==> src/rtl/uart_tx_fifo_ctrl.sv <==
// Character FIFO feeding a UART TX core through a launch/handshake FSM.
// Define UART_TX_FIFO_OVF_EN to add the sticky overflow flag (ovf / ovf_clr ports).
module uart_tx_fifo_ctrl #(
  parameter int DATA_WIDTH = 8,
  parameter int DEPTH      = 8
) (
  input  logic                    clk,
  input  logic                    rst,
  input  logic                    wr_en,
  input  logic [DATA_WIDTH-1:0]   wr_data,
  output logic                    full,
  output logic                    empty,
  output logic [$clog2(DEPTH):0]  count,
  input  logic                    tx_busy,
  output logic                    tx_data_valid,
  output logic [DATA_WIDTH-1:0]   tx_p_data
`ifdef UART_TX_FIFO_OVF_EN
  ,
  output logic                    ovf,
  input  logic                    ovf_clr
`endif
);

  localparam int AW = $clog2(DEPTH);
  localparam logic [AW:0] CNT_FULL = (AW+1)'(DEPTH);

  typedef enum logic [1:0] {
    S_IDLE      = 2'd0,
    S_LAUNCH    = 2'd1,
    S_WAIT_BUSY = 2'd2,
    S_WAIT_DONE = 2'd3
  } state_t;

  state_t                r_state;
  state_t                w_state_nxt;
  logic [DATA_WIDTH-1:0] r_mem [DEPTH];
  logic [AW-1:0]         r_wptr;
  logic [AW-1:0]         r_rptr;
  logic [AW:0]           r_count;
  logic [DATA_WIDTH-1:0] r_tx_data;
  logic                  w_wr_acc;
  logic                  w_pop;

  // Flags derive from the registered count, so they move one edge after the cause.
  assign full      = (r_count == CNT_FULL);
  assign empty     = (r_count == '0);
  assign count     = r_count;
  assign tx_p_data = r_tx_data;

  // A full FIFO drops the write even when a pop frees a slot on the same edge.
  assign w_wr_acc = wr_en && !full;
  assign w_pop    = (r_state == S_IDLE) && !empty && !tx_busy;

  always_ff @(posedge clk or negedge rst) begin
    if (!rst) begin
      r_wptr  <= '0;
      r_rptr  <= '0;
      r_count <= '0;
    end else begin
      if (w_wr_acc) r_wptr <= r_wptr + 1'b1;
      if (w_pop)    r_rptr <= r_rptr + 1'b1;
      case ({w_wr_acc, w_pop})
        2'b10:   r_count <= r_count + 1'b1;
        2'b01:   r_count <= r_count - 1'b1;
        default: r_count <= r_count;
      endcase
    end
  end

  always_ff @(posedge clk) begin
    if (w_wr_acc) r_mem[r_wptr] <= wr_data;
  end

  always_ff @(posedge clk or negedge rst) begin
    if (!rst) begin
      r_tx_data <= '0;
    end else if (w_pop) begin
      r_tx_data <= r_mem[r_rptr];
    end
  end

  always_ff @(posedge clk or negedge rst) begin
    if (!rst) r_state <= S_IDLE;
    else      r_state <= w_state_nxt;
  end

  always_comb begin
    w_state_nxt   = r_state;
    tx_data_valid = 1'b0;
    case (r_state)
      S_IDLE:      if (w_pop) w_state_nxt = S_LAUNCH;
      S_LAUNCH: begin
        tx_data_valid = 1'b1;
        w_state_nxt   = S_WAIT_BUSY;
      end
      S_WAIT_BUSY: if (tx_busy) w_state_nxt = S_WAIT_DONE;
      S_WAIT_DONE: if (!tx_busy) w_state_nxt = S_IDLE;
      default:     w_state_nxt = S_IDLE;
    endcase
  end

`ifdef UART_TX_FIFO_OVF_EN
  logic r_ovf;

  // Clear wins over a coincident overflow so software never loses a clear.
  always_ff @(posedge clk or negedge rst) begin
    if (!rst)              r_ovf <= 1'b0;
    else if (ovf_clr)      r_ovf <= 1'b0;
    else if (wr_en && full) r_ovf <= 1'b1;
  end

  assign ovf = r_ovf;
`endif

endmodule

==> config.mk <==
export PLATFORM = sky130hd
export DESIGN_NAME = uart_tx_fifo_ctrl
export DESIGN_NICKNAME = d
export VERILOG_FILES = /design/src/rtl/uart_tx_fifo_ctrl.sv
export SDC_FILE = /design/constraint.sdc
export NUM_CORES = 1
export LEC_CHECK = 0
export ABC_AREA = 1
export ABC_CLOCK_PERIOD_IN_PS = 3400
export CAP_MARGIN = 20
export CORE_UTILIZATION = 42
export CTS_BUF_LIST = sky130_fd_sc_hd__clkbuf_8
export DETAILED_ROUTE_END_ITERATION = 12
export MAX_ROUTING_LAYER = met4
export SYNTH_ARGS = -nofsm -noshare
export SYNTH_HDL_FRONTEND = slang
export SYNTH_SLANG_ARGS = --single-unit
==> constraint.sdc <==
create_clock -name clk -period 3.4 [get_ports clk]
set_input_delay 0.68 -clock clk [delete_from_list [all_inputs] [get_ports clk]]
set_output_delay 0.68 -clock clk [all_outputs]
set_load 0.01 [all_outputs]
# After elaboration in Yosys (flattened, before gate mapping)
# Memories as Yosys holds them, arrays and structs flattened. A register that Yosys moved wholly into a read port is not among the register bits.
# Index checks and enable logic that the tools add are counted.
word_totals:
  ff_bits: 12
  mem_bits_rw: 64
  in_bits: 12
  output_inout_bits: 15
  elab_cells: 37
  mem_count: 1
mem_list:
  columns: ["name", "words", "word_bits", "read_ports", "rd_clocked_by_memory_dff", "write_ports", "line", "text"]
  rows:
  - ["r_mem", 8, 8, 1, 1, 1, "36", "logic [DATA_WIDTH-1:0] r_mem [DEPTH];"]
classes:
  n_addsub: 4
  n_eq_ne: 9
  n_mux: 8
  reduce_logical: 11
ops:
  columns: ["cell", "n"]
  rows:
  - ["$pmux 2 s4", 1]
  - ["$pmux 4 s2", 1]
  - ["$add 3x1->3 const B", 2]
  - ["$eq 2x2->1 const B", 3]
  - ["$mux 2", 3]
  - ["$ne 2x2->1 const B", 3]
  - ["$add 4x1->4 const B", 1]
  - ["$eq 2x1->1 const B", 2]
  - ["$eq 4x4->1 const B", 1]
  - ["$logic_not 1->1", 4]
  - ["$logic_not 4->1", 1]
  - ["$sub 4x1->4 const B", 1]
  - ["$logic_and 1x1->1", 3]
  - ["$mux 1", 3]
  - ["$reduce_and 3->1", 1]
  - ["$logic_not 2->1", 1]
  - ["$reduce_bool 2->1", 1]

# Logic depth before layout (Yosys ltp)
# Gate-level depths: netlist of the first run.
depth:
  ltp_word: 6
  mapped_depth: 15
  depth_no_buf: 14

# Worst setup path after synthesis of the first run
# OpenSTA, ideal clock, no wires.
synth_timing:
  path_type: "register to register"
  startpoint: "register r_state[0]"
  endpoint: "register r_count[3], in the netlist count[3]"
  setup_time_ns: 0.116
  arrival_ns: 1.987
  required_ns: 3.284
  slack_ns: 1.296
  path_stages_with_launch: 16
  n_path_buf: 1
  synth_period_minus_slack_ns: 2.104
  cell_sequence: "dfrtp_1 > inv_1 > ha_1 > nand2_1 > inv_1 > nand2_2 > inv_2 > buf_6 > ha_1 > ha_1 > a21oi_1 > nand2_1 > nand2_1 > nand2_1 > nand2_1 > nand2_1"
synth_via:
  elab_chain_cells: 5
  word_cells_on_any_way: 7
  cone_classes: "eq/ne: 2; mux: 1; reduce/logical: 4"
synth_lines:
  columns: ["item", "line", "text"]
  rows:
  - ["start: declaration", "34", "state_t r_state;"]
  - ["start signal: assignment", "84", "else r_state <= w_state_nxt;"]
  - ["$logic_not 2->1 *", "52", "assign w_pop = (r_state == S_IDLE) && !empty && !tx_busy;"]
  - ["$logic_and 1x1->1 * (2 in series)", "52", null]
  - ["via w_pop", "42", "logic w_pop;"]
  - ["$eq 2x1->1 / $eq 2x2->1 (equally long branches)", "62", "case ({w_wr_acc, w_pop})"]
  - ["$pmux 4 s2 / $reduce_bool 2->1 (equally long branches)", null, null]
  - ["end signal: assignment", "63", "2'b10: r_count <= r_count + 1'b1;"]
  - ["end signal: assignment", "64", "2'b01: r_count <= r_count - 1'b1;"]
  - ["end signal: assignment", "65", "default: r_count <= r_count;"]
  - ["end: declaration", "39", "logic [AW:0] r_count;"]
# The timed path passes the listed nets; every way through them passes the cells marked *.
# A chain may end at the register's enable or synchronous reset.

# Worst setup path in the final report of the first run
layout_timing:
  startpoint: "input tx_busy"
  endpoint: "register r_count[3], in the netlist count[3]"
layout_via:
  elab_chain_cells: 4
  word_cells_on_any_way: 6
  cone_classes: "eq/ne: 2; mux: 1; reduce/logical: 3"
layout_lines:
  columns: ["item", "line", "text"]
  rows:
  - ["start: declaration", "14", "input logic tx_busy,"]
  - ["$logic_not 1->1 *", null, null]
  - ["$logic_and 1x1->1 *", "52", null]
  - ["$eq 2x1->1 / $eq 2x2->1 (equally long branches)", "62", null]
  - ["$pmux 4 s2 / $reduce_bool 2->1 (equally long branches)", null, null]
# Mark *: on every way between the ends. The rest lies on a longest branch, timed or not.

==> results.tsv, run 1 <==
stage	metric	value	unit
run_status	status	complete, no violations	
critical_path	max_stage_delay	500	ps
grt	grt_overflow	0	
critical_path	cp.arrival	2780	ps
critical_path	end_kind	register	
placed_design	dpl.hpwl	4.95	mm
critical_path	r2r_end	count[3]	
critical_path	path_max_fanout	13	
sta	relSlewSlack	39.6	%
critical_path	rr_worst_depth	14	
clock_network	insertion_delay	360	ps
clock_network	clk_path_buf_depth	2	
logic_synthesis	synth_edf_count	64	
die	start_util	43.7	%
grt	grt_pass1_wl	12.7	mm
die	die_w	97.7	um
sta	fmax	395	MHz
sta	post-route-period-util	74.4	%
logic_synthesis	synth-seq-cells	84	
logic_synthesis	synthArstFlopShare	23.8	%
clock_network	htreeDepth	3	
die	die-area	0.00954	sq mm
logic_synthesis	syn-num-nets	404	
route	wl_per_cell	14.5	um
logic_synthesis	ys_seq_area_share	63.0	%
sta	tns	0	ps
placed_design	place_congestion	0.844	
logic_synthesis	synth_common_cells	nand2_1, edfxtp_1, inv_1	
worst_hold_path	whs_endpoint	tx_p_data[3]	
critical_path	r2r_slack	940	ps
logic_synthesis	synthTopCellsByArea	edfxtp_1, dfrtp_1, nand2_1	
logic_synthesis	syn_avg_cell_area	10.1	sq um
logic_synthesis	synthAdderAreaFrac	3.77	%
grt	antenna_found_initial	0	
clock_network	clkSlewWorstSetupHoldPaths	80	ps
final_layout	area_growth	14.7	%
clock_network	clkSinkCount	84	
sta	final.setup_skew	9.58	ps
grt	grt_max_degree	34	
logic_synthesis	ys.flop_type	edfxtp_1	
logic_synthesis	synth_xor_area_share	0.911	%
critical_path	crit_top_cell	nand2_1	
power_and_ir_drop	ir_worst_vdd	0.341	mV
clock_network	cts_tree	done	
power_and_ir_drop	power.density	811	mW/mm^2
logic_synthesis	ys_types	25	
route	drc	0	
logic_synthesis	syn_area	0.00384	sq mm
worst_hold_path	worstHoldPathType	register to register	
clock_network	root_buffer	clkbuf_8	
logic_synthesis	synth_top_area_share	50.0	%
grt	grt_pass1_vias	2521	
worst_hold_path	min_path_cells	2	
sta	rsz0062_at_grt	no	
route	drt_iter0_drc	100	
final_layout	final_layout_size_suffix_gt1_share	8.35	%
sta	drv_slew	0	
route	vias	2527	
die	core_area	0.00881	sq mm
critical_path	required	3650	ps
logic_synthesis	synth_cells	381	
critical_path	worst_path_max_delay_cell	clkdlybuf4s50_1	
final_layout	num_antenna_cells	0	
logic_synthesis	muxShareOfSynthArea	0.260	%
die	ios	27	
route	postRouteAntennaNets	0	
worst_hold_path	hold_start	tx_p_data[3]	
sta	tightest_slew	903	ps
critical_path	start_kind	primary input	
critical_path	reg2reg_from	r_state[0]	
final_layout	layout.nets	437	
power_and_ir_drop	p_leak	0.00202	uW
critical_path	worstSetupPathType	primary input to register	
clock_network	cts_buffers	9	
logic_synthesis	synth_top_family_by_area	simple AND/OR/NAND/NOR gates	
logic_synthesis	synth_top_area_cell	edfxtp_1	
clock_network	postCtsHoldBufs	0	
critical_path	path_cells	clkdlybuf4s50_1, inv_1, nand2_1, inv_1, nand2_2, inv_2, ha_1, ha_1, a21oi_1, nand2_1, nand2_1, nand2_1, nand2_1, nand2_1	
logic_synthesis	yosys_warnings	0	
die	die_h	97.7	um
clock_network	cts.repair.resized	0	
logic_synthesis	synth_simple_gate_area_share	22.0	%
grt	track_usage	18.5	%
sta	setup_viol	0	
clock_network	post-cts-setup-buffer-count	0	
placed_design	numPortBuffers	26	
die	rows	34	
sta	hold_viol	0	
job	cap_violations	0	
route	viasPerCell	4.80	
sta	fin_crit	2530	ps
route	drt_first_pass_iters	5	
logic_synthesis	synth_most_common_cell	nand2_1	
logic_synthesis	synth_compound_area_share	0.651	%
route	wl	7.65	mm
sta	holdWs	500	ps
cells in the final DEF (no fill, tap or decap):
| master | netlist | final |
|---|---|---|
| a21oi_1 | 1 | 1 |
| buf_4 | 4 | 9 |
| bufinv_16 | 0 | 1 |
| clkbuf_8 | 0 | 10 |
| clkdlybuf4s50_1 | 0 | 26 |
| clkinv_1 | 1 | 1 |
| clkinv_4 | 0 | 1 |
| dfrtp_1 | 20 | 20 |
| edfxtp_1 | 64 | 64 |
| fa_1 | 1 | 1 |
| ha_1 | 10 | 10 |
| inv_1 | 64 | 66 |
| inv_2 | 1 | 1 |
| inv_4 | 2 | 3 |
| inv_8 | 0 | 1 |
| mux2i_1 | 1 | 1 |
| nand2_1 | 124 | 124 |
| nand2_2 | 2 | 2 |
| nand2_4 | 2 | 2 |
| nand3_1 | 54 | 54 |
| nand3_2 | 2 | 2 |
| nor2_1 | 8 | 8 |
| nor2_4 | 1 | 1 |
| o21ai_0 | 4 | 4 |
| or2_2 | 1 | 1 |
| or2_4 | 1 | 1 |
| xnor2_1 | 1 | 1 |
| xor2_1 | 3 | 3 |
area by class of cell:
class,count,area (sq um)
tap,108,135
fill,770,4400
timing repair buffer,35,328
multi-input combinational,216,1060
clock buffer,10,138
inverter,68,260
sequential,84,2420
clock inverter,6,63.8
critical path, delay by kind of cell:
family	cells	cell delay, ps
buf+inv	4	760
fa+ha+maj	2	620
simple gates	7	530
compound gates	1	200
kinds of logic after synthesis:
group                      Yosys count
AOI/OAI and AO/OA                    5
xor gates and xnor gates             4
muxes                                1
buffers and inverters               81
adders and majority gates           11
DFF                                 84
and+or+nand+nor                    195
layer usage:
layer	part of all wire, %	GRT usage [%]	routed length [um]	vias to the layer above
met1	45	22.0	3440	1196
li1	-	-	-	1268
met2	49	30.2	3770	48
met3	4.1	5.04	314	15
met4	1.7	6.53	131	0
met5	0	-	0	-
report_power, final:
group	internal [uW]	switching [uW]
registers	1330	216
logic	529	776
clock network	361	360
total	2220	1350
how the worst max path moves through the flow:
stage	startpoint	end	slack [ps]	cells after the start
final	tx_busy	count[3]	870	14
after global routing	tx_busy	count[3]	660	14
after CTS	tx_busy	count[3]	870	14
after detailed placement	tx_busy	count[3]	490	14
after global placement	tx_busy	count[3]	560	14
after floorplan	r_state[0]	count[3]	1300	15
per-stage QoR:
stage	worst slack, ps	util, %	std cells	cell area [sq um]	power [uW]
3_5_place_dp	495	47.8	511	4210	2890
5_1_grt	661	50.1	527	4410	3840
3_3_place_gp	561	47.8	511	4210	2860
4_1_cts	868	50.1	527	4410	3610
2_1_floorplan	1300	-	381	3840	2460
6_report	871	50.1	527	4410	3580
sequential cells by signal, summed over array words and instances (netlist names):
register	flops
r_state	2
r_mem	64
count	4
r_rptr	3
tx_p_data	8
r_wptr	3
(Power assumes the default switching activity.)
==> run 2: changes to the inputs <==
--- a/config.mk
+++ b/config.mk
@@ -6,7 +6,7 @@
 export NUM_CORES = 1
 export LEC_CHECK = 0
 export ABC_AREA = 1
-export ABC_CLOCK_PERIOD_IN_PS = 3400
+export ABC_CLOCK_PERIOD_IN_PS = 2630
 export CAP_MARGIN = 20
 export CORE_UTILIZATION = 42
 export CTS_BUF_LIST = sky130_fd_sc_hd__clkbuf_8
==> constraint.sdc (replaced) <==
create_clock -name clk -period 2.63 [get_ports clk]
set_input_delay 0.526 -clock clk [delete_from_list [all_inputs] [get_ports clk]]
set_output_delay 0.526 -clock clk [all_outputs]
set_load 0.01 [all_outputs]
==> run 2 against run 1 <==
Net effect:
- clock-buffer cell count is 1 higher
- power increased by 31%
- setup slack got worse by 420 ps
- design area is 1.0% higher
- critical endpoint is now full
- core utilization increased by 0.51 points
- final cell count grew 1.1%
- worst hold slack got worse by 12 ps
- first-iteration DRC count decreased by 16%
- sequential share of layout area down 0.56 points
- non-clock buffer count is 6 higher
- clock power increased by 29%
- critical path type is now register to output pin
- global-route usage fell by 0.13 points
==> results.tsv, run 2 (synthesis results as in run 1) <==
stage	metric	value	unit	change
run_status	status	complete, no violations		unchanged
sta	rsz0062_at_grt	no		unchanged
clock_network	htreeDepth	3		unchanged
final_layout	largest_register_ffs	64		unchanged
sta	post-route-period-util	82.7	%	
critical_path	path_max_fanout	5		was 13
sta	setup_viol	0		unchanged
sta	drv_slew	0		unchanged
route	drc	0		unchanged
power_and_ir_drop	power	4670	uW	was 3580 uW
sta	fmax	460	MHz	
die	rows	34		unchanged
placed_design	placed_area	0.00425	sq mm	was 0.00421 sq mm
final_layout	num_antenna_cells	0		unchanged
clock_network	root_buffer	clkbuf_8		unchanged
power_and_ir_drop	comb_power_share	37.7	%	was 36.5%
die	die_w	97.7	um	unchanged
die	die-area	0.00954	sq mm	unchanged
final_layout	final_util	50.6	%	was 50.1%
sta	relSlewSlack	55.0	%	was 39.6%
route	vias	2559		was 2527
clock_network	insertion_delay	340	ps	was 360 ps
final_layout	final_cell_mix	nand2_1, inv_1, edfxtp_1		unchanged
placed_design	numPortBuffers	26		unchanged
critical_path	end_kind	output pin		was register
sta	hold_viol	0		unchanged
power_and_ir_drop	power_switching	1740	uW	was 1350 uW
clock_network	cts_buffers	9		unchanged
clock_network	postCtsHoldBufs	0		unchanged
final_layout	top_register	r_mem		unchanged
power_and_ir_drop	seqPwrFrac	42.4	%	was 43.3%
final_layout	area_growth	15.8	%	was 14.7%
route	wl_per_cell	14.8	um	was 14.5 um
final_layout	final_layout_size_suffix_gt1_share	9.88	%	was 8.35%
sta	tightest_slew	675	ps	was 903 ps
power_and_ir_drop	p_sw_share	37.3	%	was 37.8%
grt	grt_max_degree	34		unchanged
power_and_ir_drop	power_frac_clock	19.9	%	was 20.2%
clock_network	clk_path_buf_depth	2		unchanged
route	wl	7.88	mm	was 7.65 mm
die	die_h	97.7	um	unchanged
grt	grt_overflow	0		unchanged
die	start_util	43.7	%	unchanged
route	viasPerCell	4.80		about the same
final_layout	layout.nets	443		was 437
route	postRouteAntennaNets	0		unchanged
die	ios	27		unchanged
sta	fin_crit	2180	ps	
power_and_ir_drop	power.density	1050	mW/mm^2	was 811 mW/mm^2
route	drt_iter0_drc	84		was 100
grt	grt_pass1_vias	2459		was 2521
power_and_ir_drop	p_leak	0.00205	uW	was 0.00202 uW
clock_network	clkSlewWorstSetupHoldPaths	80	ps	about the same
final_layout	layout_commonest_cell	nand2_1		unchanged
route	drt_first_pass_iters	4		was 5
clock_network	clkSinkCount	84		unchanged
power_and_ir_drop	p_int	2930	uW	was 2220 uW
die	core_area	0.00881	sq mm	unchanged
final_layout	fin_area	0.00445	sq mm	was 0.00441 sq mm
grt	antenna_found_initial	0		unchanged
grt	grt_pass1_wl	12.7	mm	about the same
clock_network	post-cts-setup-buffer-count	0		unchanged
critical_path	cp.arrival	1650	ps	was 2780 ps
final_layout	fillers	799		was 770
placed_design	dpl.hpwl	5.16	mm	was 4.95 mm
critical_path	required	2100	ps	was 3650 ps
clock_network	cts.repair.resized	0		unchanged
worst_hold_path	worstHoldPathType	register to register		unchanged
sta	final.setup_skew	6.14	ps	was 9.58 ps
critical_path	start_kind	register		was primary input
critical_path	worstSetupPathType	register to output pin		was primary input to register
power_and_ir_drop	ir_worst_vdd	0.309	mV	was 0.341 mV
job	cap_violations	0		unchanged
grt	track_usage	18.4	%	was 18.5%
clock_network	cts_tree	done		unchanged
placed_design	place_congestion	0.801		was 0.844
sta	tns	0	ps	unchanged
run 2: layout make-up:
| class | instances | area, sq um | share of cell area, % |
|---|---|---|---|
| Tap cell | 108 | 135 | 3.03 |
| Multi-Input combinational cell | 216 | 1060 | 23.8 |
| Sequential cell | 84 | 2420 | 54.4 |
| Clock buffer | 11 | 151 | 3.40 |
| Inverter | 68 | 260 | 5.84 |
| Clock inverter | 5 | 50.0 | 1.12 |
| Timing Repair Buffer | 41 | 373 | 8.37 |
run 2: worst paths after layout:
path,cells past startpoint,from,slack (ps),endpoint
setup / recovery,4,count[1],450,full
hold / removal,2,tx_p_data[7],490,tx_p_data[7]
setup reg to reg,14,r_state[0],450,count[3]
hold reg to reg,2,tx_p_data[7],490,tx_p_data[7]
max in group asynchronous,2,rst,1900,count[1]
min in group asynchronous,2,rst,510,r_state[0]
run 2: power groups by stage:
stage / Sequential [uW] / Combinational, uW / Clock, uW
6_report: 1980 / 1760 / 928
5_1_grt: 2010 / 1980 / 1020
4_1_cts: 1980 / 1780 / 950
3_5_place_dp: 2000 / 1770 / 0
3_3_place_gp: 2000 / 1740 / 0
2_1_floorplan: 1930 / 1260 / 0
run 2: through the flow:
stage,setup WS (ps),hold slack (ps),instances
after global routing,272,528,533
final,455,488,533
after CTS,427,493,533
after detailed placement,153,471,517
after global placement,233,468,517
after floorplan,526,230,381
run 2: routing by layer:
layer  part of all wire (%)  vias up  track usage, %  wire length (um)
met5                      0        -               -                 0
met4                    1.7        0            7.34               131
met3                    4.5       10            3.09               358
met2                     49       52            30.1              3860
met1                     45     1217            22.7              3530
li1                       -     1280               -                 -
run 2: critical path: stages (launching register included):
cell and delay [ps]:
dfrtp_1 460, nor2_4 150, nand3_2 100, inv_1 80, clkdlybuf4s50_1 530
==> run 3: changes to the inputs <==
--- a/config.mk
+++ b/config.mk
@@ -6,7 +6,7 @@
 export NUM_CORES = 1
 export LEC_CHECK = 0
 export ABC_AREA = 1
-export ABC_CLOCK_PERIOD_IN_PS = 2630
+export ABC_CLOCK_PERIOD_IN_PS = 2170
 export CAP_MARGIN = 20
 export CORE_UTILIZATION = 42
 export CTS_BUF_LIST = sky130_fd_sc_hd__clkbuf_8
==> constraint.sdc (replaced) <==
create_clock -name clk -period 2.17 [get_ports clk]
set_input_delay 0.434 -clock clk [delete_from_list [all_inputs] [get_ports clk]]
set_output_delay 0.434 -clock clk [all_outputs]
set_load 0.01 [all_outputs]
==> run 3 against run 2 <==
Net effect:
- sequential power grew 19%
- critical endpoint unchanged
- die area is the same
- clock power increased by 19%
- non-clock buffer count is 5 higher
- via count hardly changed
- core utilization is 0.55 points higher
- flip-flop and latch count is the same
==> results.tsv, run 3 (synthesis results as in run 1) <==
stage	metric	value	unit	change
route	wl_met2	3.76	mm	was 3.86 mm
route	drc	0		unchanged
route	routed.top_layer	met4		unchanged
power_and_ir_drop	power.density	1260	mW/mm^2	was 1050 mW/mm^2
critical_path	required	1740	ps	was 2100 ps
critical_path	worstSetupPathType	register to output pin		unchanged
final_layout	fillers	788		was 799
final_layout	final_layout_size_suffix_gt1_share	11.6	%	was 9.88%
power_and_ir_drop	ir_worst_vdd	0.462	mV	was 0.309 mV
critical_path	start_kind	register		unchanged
grt	grt_overflow	0		unchanged
route	wl_met1	3.50	mm	was 3.53 mm
route	drt_iter0_drc	157		was 84
clock_network	clkSinkCount	84		unchanged
run_status	status	complete, no violations		unchanged
die	start_util	43.7	%	unchanged
final_layout	layout.nets	448		was 443
die	core_area	0.00881	sq mm	unchanged
sta	final.setup_skew	7.57	ps	was 6.14 ps
clock_network	insertion_delay	340	ps	about the same
clock_network	cts_buffers	9		unchanged
clock_network	cts_tree	done		unchanged
sta	drv_slew	0		unchanged
final_layout	final_util	51.1	%	was 50.6%
power_and_ir_drop	seqPwrFrac	41.4	%	was 42.4%
sta	fmax	480	MHz	
route	drt_first_pass_iters	4		unchanged
critical_path	end_kind	output pin		unchanged
sta	post-route-period-util	96.0	%	
power_and_ir_drop	comb_power_share	39.4	%	was 37.7%
die	die_w	97.7	um	unchanged
critical_path	worst_path_max_delay_cell	clkdlybuf4s50_1		unchanged
grt	grt_pass1_wl	12.3	mm	was 12.7 mm
final_layout	largest_register_ffs	64		unchanged
placed_design	dp.cells	521		was 517
critical_path	path_max_fanout	5		unchanged
power_and_ir_drop	p_leak	0.00207	uW	was 0.00205 uW
critical_path	cp.arrival	1650	ps	about the same
die	die-area	0.00954	sq mm	unchanged
clock_network	clk_path_buf_depth	2		unchanged
critical_path	r2r_end	count[3]		unchanged
sta	finalWorstSetupSlack	86.4	ps	was 455 ps
grt	antenna_found_initial	0		unchanged
final_layout	top_register	r_mem		unchanged
final_layout	final_cell_mix	nand2_1, inv_1, edfxtp_1		unchanged
power_and_ir_drop	p_int	3570	uW	was 2930 uW
critical_path	r2r_slack	190	ps	was 450 ps
sta	rsz0062_at_grt	no		unchanged
placed_design	numPortBuffers	26		unchanged
placed_design	dpl.hpwl	4.98	mm	was 5.16 mm
die	rows	34		unchanged
grt	grt_max_degree	34		unchanged
power_and_ir_drop	power_frac_clock	19.3	%	was 19.9%
placed_design	place_ws	-142	ps	was 153 ps
placed_design	place_congestion	0.798		was 0.801
route	wl_per_cell	14.4	um	was 14.8 um
final_layout	num_antenna_cells	0		unchanged
grt	grt_pass1_vias	2487		was 2459
grt	track_usage	17.7	%	was 18.4%
sta	fin_crit	2080	ps	
sta	tightest_slew	498	ps	was 675 ps
job	cap_violations	0		unchanged
final_layout	fin_cells	538		was 533
sta	hold_viol	0		unchanged
critical_path	reg2reg_from	r_state[1]		was r_state[0]
route	vias	2557		was 2559
route	wl	7.74	mm	was 7.88 mm
die	ios	27		unchanged
critical_path	max_stage_delay	520	ps	was 530 ps
clock_network	clkSlewWorstSetupHoldPaths	80	ps	about the same
worst_hold_path	worstHoldPathType	primary input to asynchronous set/reset pin		was register to register
die	die_h	97.7	um	unchanged
clock_network	root_buffer	clkbuf_8		unchanged
power_and_ir_drop	power_switching	2120	uW	was 1740 uW
sta	relSlewSlack	66.8	%	was 55.0%
sta	setup_viol	0		unchanged
route	postRouteAntennaNets	0		unchanged
final_layout	area_growth	17.1	%	was 15.8%
clock_network	htreeDepth	3		unchanged
final_layout	layout_commonest_cell	nand2_1		unchanged
critical_path	path_cells	nor2_4, nand3_2, inv_1, clkdlybuf4s50_1		unchanged
critical_path	rr_worst_depth	14		unchanged
route	viasPerCell	4.75		was 4.80
route	wl_met3	340	um	was 358 um
power_and_ir_drop	p_sw_share	37.2	%	was 37.3%
==> run 3: cell count changes in the layout (fill, tap and decap cells not counted), sizes merged <==
cell,change
clkinv,+1
clkbuf,-1
buf,+5
==> run 3: how the worst max path moves through the flow <==
stage	from	end	slack [ps]	depth (start not counted)
global placement	tx_busy	count[3]	-80	14
detailed placement	tx_busy	count[3]	-140	14
floorplan	r_state[0]	count[3]	70	15
CTS	r_state[0]	count[3]	20	14
global route	count[1]	full	5	4
finish	count[1]	full	90	4
==> run 3: power by group through the flow <==
stage | clock network, uW | logic, uW | registers, uW
6_report | 1100 | 2240 | 2360
3_3_place_gp | 0 | 2160 | 2380
5_1_grt | 1170 | 2530 | 2400
4_1_cts | 1120 | 2220 | 2360
2_1_floorplan | 0 | 1520 | 2340
3_5_place_dp | 0 | 2210 | 2390
==> run 3: worst max-delay path, delay by kind of cell, from the launching register on <==
family	cells	cell delay, ps
buffers and inverters	2	590
flip-flops	1	460
AND/OR/NAND/NOR	2	250
==> run 3: cell type report <==
type,count,area (sq um),share of cell area [%]
clock buffers,10,138,3.06
inverters,68,260,5.78
well taps,108,135,3.00
repair buffers,46,410,9.11
clock inverters,6,56.3,1.25
flip-flops and latches,84,2420,53.8
multi-input cells,216,1080,24.0
==> run 3: metrics by stage <==
stage	setup TNS, ps	instance area, sq um	total power, uW	hold slack, ps
after floorplan	0	3840	3860	138
after global placement	-78.0	4280	4540	467
after detailed placement	-187	4280	4600	466
after CTS	0	4480	5690	422
after global routing	0	4500	6090	446
final	0	4500	5690	420
==> run 3: per-layer routing <==
metal | GRT usage (%) | vias up
met5 | - | -
met2 | 29.4 | 52
li1 | - | 1289
met4 | 6.88 | 0
met1 | 21.8 | 1202
met3 | 2.95 | 14
==> run 3: what timing repair did <==
| item | 4_1_cts | 5_1_grt |
|---|---|---|
| buffers inserted | 0 | 1 |
| resized for setup | 0 | 5 |
| hold endpoints to repair | 0 | 0 |
| hold buffers | 0 | 0 |
| endpoints found under the setup margin | 0 | 2 |
